[config.mk]
export PLATFORM = sky130hd
export DESIGN_NAME = data_mem_arbiter
export DESIGN_NICKNAME = d
export VERILOG_FILES = /design/src/rtl/data_mem_arbiter.sv
export SDC_FILE = /design/constraint.sdc
export NUM_CORES = 1
export LEC_CHECK = 0
export CORE_MARGIN = 3
export CORE_UTILIZATION = 35
export DETAILED_ROUTE_END_ITERATION = 6
export GPL_TIMING_DRIVEN = 0
export PLACE_DENSITY = 0.74
export SLEW_MARGIN = 20
export SYNTH_ARGS = -nofsm -noshare
export SYNTH_HDL_FRONTEND = slang
export SYNTH_SLANG_ARGS = --single-unit
[constraint.sdc]
create_clock -name clk -period 5.6 [get_ports clk]
set_clock_uncertainty 0.15 [all_clocks]
set_input_delay 1.12 -clock clk [delete_from_list [all_inputs] [get_ports clk]]
set_output_delay 1.12 -clock clk [all_outputs]
set_load 0.02 [all_outputs]
[src/rtl/data_mem_arbiter.sv]
// Round-robin arbiter for two load/store requesters in front of data_mem.
// Issues one single-cycle memread/memwrite strobe per transaction, waits out clk_stall, returns data.
//
// state | meaning
// IDLE  | waiting for a request; grant is combinational, handshake latches the request
// ISSUE | one cycle with mem_memread or mem_memwrite asserted
// WAIT  | strobes low; waiting for data_mem to finish (stall ignored for SETTLE cycles)
// RESP  | one-cycle response pulse on the granted port
module data_mem_arbiter #(
    parameter int ADDR_W    = 32,
    parameter int DATA_W    = 32,
    parameter int SETTLE    = 1,
    parameter int MAX_STALL = 255
) (
    input  logic              clk,
    input  logic              reset,
    input  logic              req0_valid,
    output logic              req0_ready,
    input  logic [ADDR_W-1:0] req0_addr,
    input  logic [DATA_W-1:0] req0_wdata,
    input  logic              req0_write,
    input  logic [3:0]        req0_sign_mask,
    output logic              rsp0_valid,
    output logic [DATA_W-1:0] rsp0_rdata,
    input  logic              req1_valid,
    output logic              req1_ready,
    input  logic [ADDR_W-1:0] req1_addr,
    input  logic [DATA_W-1:0] req1_wdata,
    input  logic              req1_write,
    input  logic [3:0]        req1_sign_mask,
    output logic              rsp1_valid,
    output logic [DATA_W-1:0] rsp1_rdata,
    output logic [ADDR_W-1:0] mem_addr,
    output logic [DATA_W-1:0] mem_write_data,
    output logic              mem_memwrite,
    output logic              mem_memread,
    output logic [3:0]        mem_sign_mask,
    input  logic [DATA_W-1:0] mem_read_data,
    input  logic              mem_clk_stall,
    output logic              timeout_err
);

    typedef enum logic [1:0] {IDLE, ISSUE, WAIT, RESP} state_t;

    localparam logic [7:0] SETTLE_C = 8'(SETTLE);
    localparam logic [7:0] MAX_C    = 8'(MAX_STALL);

    state_t            state;
    logic              last_grant;
    logic              cur_port;
    logic              cur_write;
    logic [7:0]        stall_cnt;
    logic              grant;
    logic              accept;
    logic              wait_done;
    logic              wait_abort;
    logic [DATA_W-1:0] wait_data;

    // Tie goes to the port that did not win last; a lone requester always wins.
    assign grant      = (req0_valid && req1_valid) ? ~last_grant : req1_valid;
    assign req0_ready = (state == IDLE) && !reset && !grant && req0_valid;
    assign req1_ready = (state == IDLE) && !reset && grant && req1_valid;
    assign accept     = req0_ready || req1_ready;

    assign wait_done  = (stall_cnt >= SETTLE_C) && !mem_clk_stall;
    assign wait_abort = !wait_done && (stall_cnt >= MAX_C);
    assign wait_data  = (cur_write || wait_abort) ? '0 : mem_read_data;

    always_ff @(posedge clk or posedge reset) begin
        if (reset) begin
            state          <= IDLE;
            last_grant     <= 1'b1;
            cur_port       <= 1'b0;
            cur_write      <= 1'b0;
            stall_cnt      <= '0;
            mem_addr       <= '0;
            mem_write_data <= '0;
            mem_sign_mask  <= '0;
            mem_memwrite   <= 1'b0;
            mem_memread    <= 1'b0;
            rsp0_valid     <= 1'b0;
            rsp1_valid     <= 1'b0;
            rsp0_rdata     <= '0;
            rsp1_rdata     <= '0;
            timeout_err    <= 1'b0;
        end else begin
            mem_memwrite <= 1'b0;
            mem_memread  <= 1'b0;
            rsp0_valid   <= 1'b0;
            rsp1_valid   <= 1'b0;
            case (state)
                IDLE: begin
                    if (accept) begin
                        mem_addr       <= grant ? req1_addr      : req0_addr;
                        mem_write_data <= grant ? req1_wdata     : req0_wdata;
                        mem_sign_mask  <= grant ? req1_sign_mask : req0_sign_mask;
                        cur_write      <= grant ? req1_write     : req0_write;
                        mem_memwrite   <= grant ? req1_write     : req0_write;
                        mem_memread    <= grant ? !req1_write    : !req0_write;
                        cur_port       <= grant;
                        last_grant     <= grant;
                        state          <= ISSUE;
                    end
                end
                ISSUE: begin
                    stall_cnt <= '0;
                    state     <= WAIT;
                end
                WAIT: begin
                    if (wait_done || wait_abort) begin
                        if (cur_port) begin
                            rsp1_valid <= 1'b1;
                            rsp1_rdata <= wait_data;
                        end else begin
                            rsp0_valid <= 1'b1;
                            rsp0_rdata <= wait_data;
                        end
                        if (wait_abort) timeout_err <= 1'b1;
                        state <= RESP;
                    end else begin
                        stall_cnt <= stall_cnt + 8'd1;
                    end
                end
                RESP: begin
                    state <= IDLE;
                end
                default: state <= IDLE;
            endcase
        end
    end

endmodule

==> impl_summary.md, run 1 <==
Timing
Subtracting the final worst setup slack from the clock period gives 4577 ps. The setup total negative slack is 0 ps. The final hold slack is 325.0 ps. Measured against its own limit, the worst slew margin works out to 58.72%. Setup repair after global routing left no endpoint under its margin. Derived from the worst setup path, the maximum achievable clock frequency is 218.5 MHz.

At the pin with the least slew margin, the transition time is 612.7 ps. The count of final setup violators is 0. After layout, the worst path uses 81.73% of the clock period.

The final number of max-transition violations is 0. The number of failing hold endpoints at the final stage is 0.

Yosys
In this run, distinct cell masters in the synthesized netlist total 44. The number of standard cells after synthesis is 627. After synthesis the cells add up to 6830 um2. The post-synthesis sequential element count is 150. The net count after synthesis is 809.

The dominant cell type by area after synthesis is dfrtp_1. The top cell type by area accounts for 54.59% of the synthesized area. The count of synthesis-stage warnings from yosys is 0. The synthesized area per cell is 10.89 um2. By area the synthesized netlist is led by dfrtp_1, mux2i_1, nand2_1. The sequential element share of the synthesized area is 54.97%.

Setup path
The critical path is of the input pin to primary output type. For this run, the slowest stage of the critical path takes 630 ps. Data on the critical path is required at its endpoint by 4330 ps. The slowest cell on the critical path is clkdlybuf4s50_1. The worst setup path is captured at a primary output. Grouping stages by cell kind, the critical path spends the most delay in buffers and inverters. Walking the worst path, the cells encountered are clkdlybuf4s50_1 > a21boi_0 > buf_2 > buf_2 > and2_1 > clkdlybuf4s50_1.

The peak fanout along the critical path is 10. The data arrival at the endpoint of the critical path is 3310 ps. The number of buffers and inverters on the critical path is 4.

The worst setup path is launched from an input pin.

Clock tree
Clock tree synthesis inserted a total of 17 buffers. After clock tree synthesis, the setup repair step added 0 buffers. The clock sink count is 150.

The clock passes through at most 2 buffers. The TritonCTS clock tree is yes. The root buffer selected by CTS is clkbuf_16. Buffers inserted to repair hold after CTS numbered 0. The number of H-tree levels is 4. The clock-pin slew reported for the worst setup and hold paths after clock tree synthesis is 60 ps.

The clock network latency to the later pin of the worst-skew pair is 420 ps. The post-cts resize count is 0.

Run
The max-cap violation count is 0.

Cells and area
The cell area after layout is 10,960 um2. For this run, the number of standard cells in the final layout without fillers is 1,233. In the layout the commonest cells are clkdlybuf4s50_1, dfrtp_1, mux2i_1. The layout overhead on the synthesized area is 60.49%. The fraction of final layout cells with drive strength greater than 1 is 6.680%. After the last flow step, the layout net total stands at 1,142. The fill cell instance count of the final layout is 1,648. The antenna diode count is 0. Leaving out fill and tap cells, the most frequent cell in the layout is clkdlybuf4s50_1.

Detailed routing
The detail route stage leaves a number of antenna-violating nets equal to 0. Wires add up to 21,480 um. The detailed router's first-iteration violation count is 180. The post-detailed-route via-to-cell ratio is 4.636. The first TritonRoute pass finished after 4 iterations. The post-route DRC violation count is 0. In the final routed layout, each cell accounts on average for 17.42 um.

The via count of the routed design is 5,716.

Hold path
The tightest min-delay check is of the register to register type.

Power
In this run the power density over the cells is 534.4 nW/um2. For this design the static power due to leakage is 4.794 nW. The worst-case IR drop observed on VDD is 0.2782 mV. The design draws 5.858 mW.

Global routing
The number of global-route vias before repair is 6,047. The leftover overflow at the end of global routing is 0. The global-route wire length before repair is 33,380 um. The global-route usage over all layers is 19.95%. The initial antenna violation count was 1. Entering global routing, the biggest net connects 86 pins.

Placement
The weighted congestion reported at the end of routability-driven placement is 0.8159. Summing all placed instances gives a cell area of 10,320 um2. The number of buffers inserted by port buffering is 313. The HPWL reported at the end of detailed placement is 16,290 um.

The post-placement cell count is 1,201.

Floorplanning
In this run the count of I/O pins placed on the die edge is 314. The total area inside the core boundary comes to 18,960 um2. For this configuration, the core starts out at a cell density of 36.03%. The standard-cell row count is 50.

The floorplan step set the die height to 145.7 um. The floorplan step set the die width to 145.7 um. The full die area is 21,230 um2.

Run status
The flow ran to the end, and the final reports show no timing, DRC or antenna violations.
[logic make-up (layout without fill, tap and decap cells)]
group,count (synthesis),after routing,share of synthesized area (%)
and+or+nand+nor,135,135,8.372
xor gates and xnor gates,1,1,0.1283
buffers and inverters,105,451,7.107
adders and majority gates,7,7,1.282
AOI/OAI and AO/OA,89,89,7.602
DFF,150,150,54.97
muxes,140,140,20.53
[state kept, by name (all words and copies together), names as in the netlist, 2 cells and up]
register        flops
mem_sign_mask       4
rsp0_rdata         32
rsp1_rdata         32
state               2
mem_addr           32
stall_cnt           8
mem_write_data     32
[cell type report]
| class | count | area, um2 | area share (%) |
|---|---|---|---|
| Clock inverter | 13 | 195.2 | 1.781 |
| Sequential cell | 150 | 3755 | 34.25 |
| Inverter | 71 | 274.0 | 2.500 |
| Timing Repair Buffer | 314 | 3161 | 28.83 |
| Buffer | 34 | 219.0 | 1.997 |
| Tap cell | 260 | 325.3 | 2.968 |
| Multi-Input combinational cell | 372 | 2590 | 23.63 |
| Clock buffer | 19 | 442.9 | 4.041 |
[final timing paths]
| path | endpoint | start | cells after the start | slack, ps |
|---|---|---|---|---|
| worst max register to register | mem_sign_mask[0] | state[0] | 7 | 3140 |
| worst min register to register | mem_addr[17] | mem_addr[17] | 2 | 330 |
| worst max-delay path | req1_ready | req1_valid | 6 | 1020 |
| min in group asynchronous | mem_sign_mask[2] | reset | 2 | 1020 |
| worst min-delay path | mem_addr[17] | mem_addr[17] | 2 | 330 |
| max in group asynchronous | mem_addr[18] | reset | 3 | 3520 |
[metrics by stage]
stage	setup WS (ps)	util, %
final	1023	57.83
after global routing	902.4	57.83
after CTS	986.3	57.83
after detailed placement	1004	54.46
after global placement	-2076	54.28
after floorplan	295.3	-
[Yosys cell counts, drive strengths merged]
cell / n
a211o: 1
a211oi: 1
a21bo: 1
a21boi: 1
a21o: 2
a21oi: 5
a31oi: 2
a41o: 1
and2: 2
and2b: 1
and3: 1
and4: 1
buf: 22
clkbuf: 12
dfrtp: 149
dfstp: 1
ha: 7
inv: 71
mux2: 1
mux2i: 139
nand2: 112
nand2b: 2
nand3: 2
nand4: 1
nor2: 5
nor3: 3
nor3b: 2
nor4: 1
nor4b: 1
o211ai: 2
o21a: 1
o21ai: 70
o2bb2ai: 1
o31ai: 1
or3: 1
xnor2: 1
[power by group]
| group | switching, mW | internal, mW |
|---|---|---|
| Clock | 0.485 | 0.767 |
| Combinational | 1.46 | 1.29 |
| Sequential | 0.283 | 1.57 |
[routing by layer]
layer	vias up	track usage (%)	part of all wire, %
li1	2738	-	-
met1	2730	23.21	40
met2	233	34.50	50
met3	15	7.786	8.7
met4	0	5.223	1.3
met5	-	0	0
[worst min-delay path: stages (launching register included)]
cell and delay [ps]:
dfrtp_1 340, nand2_1 50, o21ai_0 60
Power figures use the tool's default switching activity.
==> run 2: changes to the inputs <==
PLACE_DENSITY = 0.72   (was 0.74)
clock period = 4.5 ns   (was 5.6 ns; I/O delays follow)
==> impl_summary.md, run 2 (same netlist as run 1, synthesis figures left out) <==
Power
The clock power share is 21.0% (-0.4 points). The power density normalized to cell area is 658.0 nW/um2 (+23%). The internal power of the cells was 4.503 mW (+24%).

The power dissipated by switching net loads is 2.772 mW (+24%). The worst-case vdd ir drop is 0.2899 mV (+4.2%). The leakage power figure came to 4.833 nW (+0.83%). The combinational share of power is 47.2% (+0.2 points). The relative contribution of sequential cells to total power is 31.8% (about the same). The net switching share of the total power is 38.11% (about the same). The total power draw came to 7.275 mW (+24%).

Clock tree
The clock sink count is 150 (unchanged). The number of buffers inserted during clock tree synthesis was 17 (unchanged). Clock tree synthesis selected as its root buffer the cell clkbuf_16. The maximum clock path buffer count is 2 (unchanged). The post-cts resize count is 0 (unchanged). TritonCTS built the clock tree. The clock-pin slew reported for the worst setup and hold paths after clock tree synthesis is 60 ps (about the same). The total of hold buffers inserted after clock tree synthesis is 0 (unchanged). The clock network latency to the later pin of the worst-skew pair is 420 ps (about the same). The setup fix buffers added after clock tree synthesis is 0 (unchanged). The number of H-tree levels is 4 (unchanged).

Cells and area
The net total in the final layout was 1,147 (+0.44%). The layout overhead on the synthesized area is 61.88%. The fraction of final layout cells with drive strength greater than 1 is 7.157% (+0.48 points). The commonest non-fill, non-tap cell in the layout is clkdlybuf4s50_1. The filler-free cell count of the finished design was 1,239 (+0.49%). The fill cell instance count of the final layout is 1,650 (+0.12%).

The cell area after layout is 11,060 um2 (+0.87%). In the layout the commonest cells are clkdlybuf4s50_1, dfrtp_1, mux2i_1.

Floorplanning
The starting density of the core is 36.03% (unchanged). The die boundary height was 145.7 um (unchanged). The top-level port count was 314 (unchanged). The horizontal extent of the die is 145.7 um (unchanged). The core area is 18,960 um2 (unchanged). The standard-cell row count is 50 (unchanged). The full die area is 21,230 um2 (unchanged).

Detailed routing
The post-detailed-route via-to-cell ratio is 4.626 (-0.21%). The count of nets left with antenna violations after detail routing is 0 (unchanged). The via count of the routed design is 5,732 (+0.28%). The post-route DRC violation count was 0 (unchanged). The detailed router's first-iteration violation count was 188 (+4.4%). The routed wire length is 21,770 um (+1.3%). The detail-routed net length per standard cell came to 17.57 um (+0.84%). The number of optimization iterations in the first detailed-route pass is 5 (+1).

Timing
The final number of max-transition violations is 0 (unchanged). The number of failing hold endpoints at the final stage is 0 (unchanged). The count of final setup violators is 0 (unchanged). The worst max-slew margin expressed relative to the limit is 57.94% (-0.78 points). Setup repair after global routing left no endpoint under its margin. The slew at the pin closest to its max-slew limit came to 630.9 ps (+18.18 ps). Based on the critical path, the design can be clocked at up to 242.1 MHz. Dividing the final minimum period by the clock period gives 91.80%. The clock period minus worst slack is 4131 ps. The setup total negative slack is 0 ps (unchanged).

The final hold slack is 327.2 ps (+2.213 ps).

Global routing
The initial antenna violation count is 2 (+1). The global-route wire length before repair is 34,520 um (+3.4%). The global-route usage over all layers is 20.71% (+0.76 points). The leftover overflow at the end of global routing is 0 (unchanged). The number of global-route vias before repair is 6,123 (+1.3%).

The largest net degree at the start of global routing is 30 (-65%).

Setup path
The slowest stage of the critical path belongs to the cell clkdlybuf4s50_1. The worst path buffer plus inverter count is 4 (unchanged). The total stage count of the critical path is 6 (unchanged).

The highest cell delay on the worst timing path is 620 ps (about the same). The critical path capture point type is a primary output. Traced cell by cell, the critical path runs through clkdlybuf4s50_1 > a21boi_0 > buf_2 > buf_2 > and2_1 > clkdlybuf4s50_1. The critical path required time is 3450 ps (-880 ps).

The setup slack of the worst register-to-register path is 2090 ps (-1050 ps). The peak fanout along the critical path is 10 (unchanged). On the critical path the largest part of the delay comes from buffers and inverters. The depth of the worst register-to-register path is 7 (unchanged).

The kind of critical path is input pin to primary output. The data arrival at the endpoint of the critical path came to 3080 ps (-230 ps). STA classifies the critical path startpoint as an input pin.

Placement
The number of buffers inserted by port buffering is 313 (unchanged). The weighted congestion reported at the end of routability-driven placement is 0.8018 (-1.7%). The post-placement cell count is 1,206 (+0.42%). The area after detailed placement was 10,430 um2 (+1.0%). The HPWL reported at the end of detailed placement was 16,910 um (+3.8%).

Hold path
The cell depth of the worst hold path is 2 (unchanged). The class of the worst hold path is register to register.

Run status
The flow ran to the end, and the final reports show no timing, DRC or antenna violations.

Run
The max-cap violation count was 0 (unchanged).
run 2: cell types whose count changed in the layout (fill, tap and decap cells not counted), sizes merged:
cell and delta:
clkinv +1, inv -1, buf +5, diode +1
clkinvlp +1, clkbuf -1
run 2: metal layers:
metal  vias to the layer above  part of all wire [%]  GRT usage, %
li1                       2758                     -             -
met1                      2701                    40         24.08
met2                       242                    49         34.36
met3                        29                   9.4         8.471
met4                         2                   1.9         7.835
met5                         -                 0.060             0
run 2: per-stage QoR:
stage               setup WS (ps)  util (%)
floorplan                    1562         -
global route                237.7     58.33
finish                      368.8     58.33
CTS                         354.9     58.32
global placement            100.6     54.30
detailed placement          364.6     55.01
run 2: tightest hold or removal path: cells and delay by family (launching register included):
family / cells / cell delay (ps)
flip-flops: 1 / 340
AO/OA/AOI/OAI: 1 / 60
AND/OR/NAND/NOR: 1 / 40
run 2: power groups by stage:
stage	clock network (mW)	registers [mW]	logic [mW]
final	1.53	2.31	3.43
after global routing	1.62	2.40	3.71
after CTS	1.57	2.31	3.48
after detailed placement	0	2.32	3.46
after global placement	0	2.31	3.41
after floorplan	0	2.98	1.09
run 2: cell type report:
cell class | count | area [um2] | share of cell area (%)
diodes | 1 | 2.502 | 0.02263
multi-input cells | 372 | 2590 | 23.42
clock buffers | 18 | 429.2 | 3.881
well taps | 260 | 325.3 | 2.942
repair buffers | 319 | 3268 | 29.56
flip-flops and latches | 150 | 3755 | 33.96
inverters | 71 | 270.3 | 2.444
clock inverters | 14 | 197.7 | 1.788
plain buffers | 34 | 219.0 | 1.980
run 2: path summary, 6_finish.rpt:
kind | endpoint | start
max | req1_ready | req1_valid
min | mem_addr[8] | mem_addr[8]
max reg2reg | mem_sign_mask[0] | state[0]
min reg2reg | mem_addr[8] | mem_addr[8]
max in group asynchronous | rsp1_rdata[23] | reset
min in group asynchronous | mem_addr[28] | reset
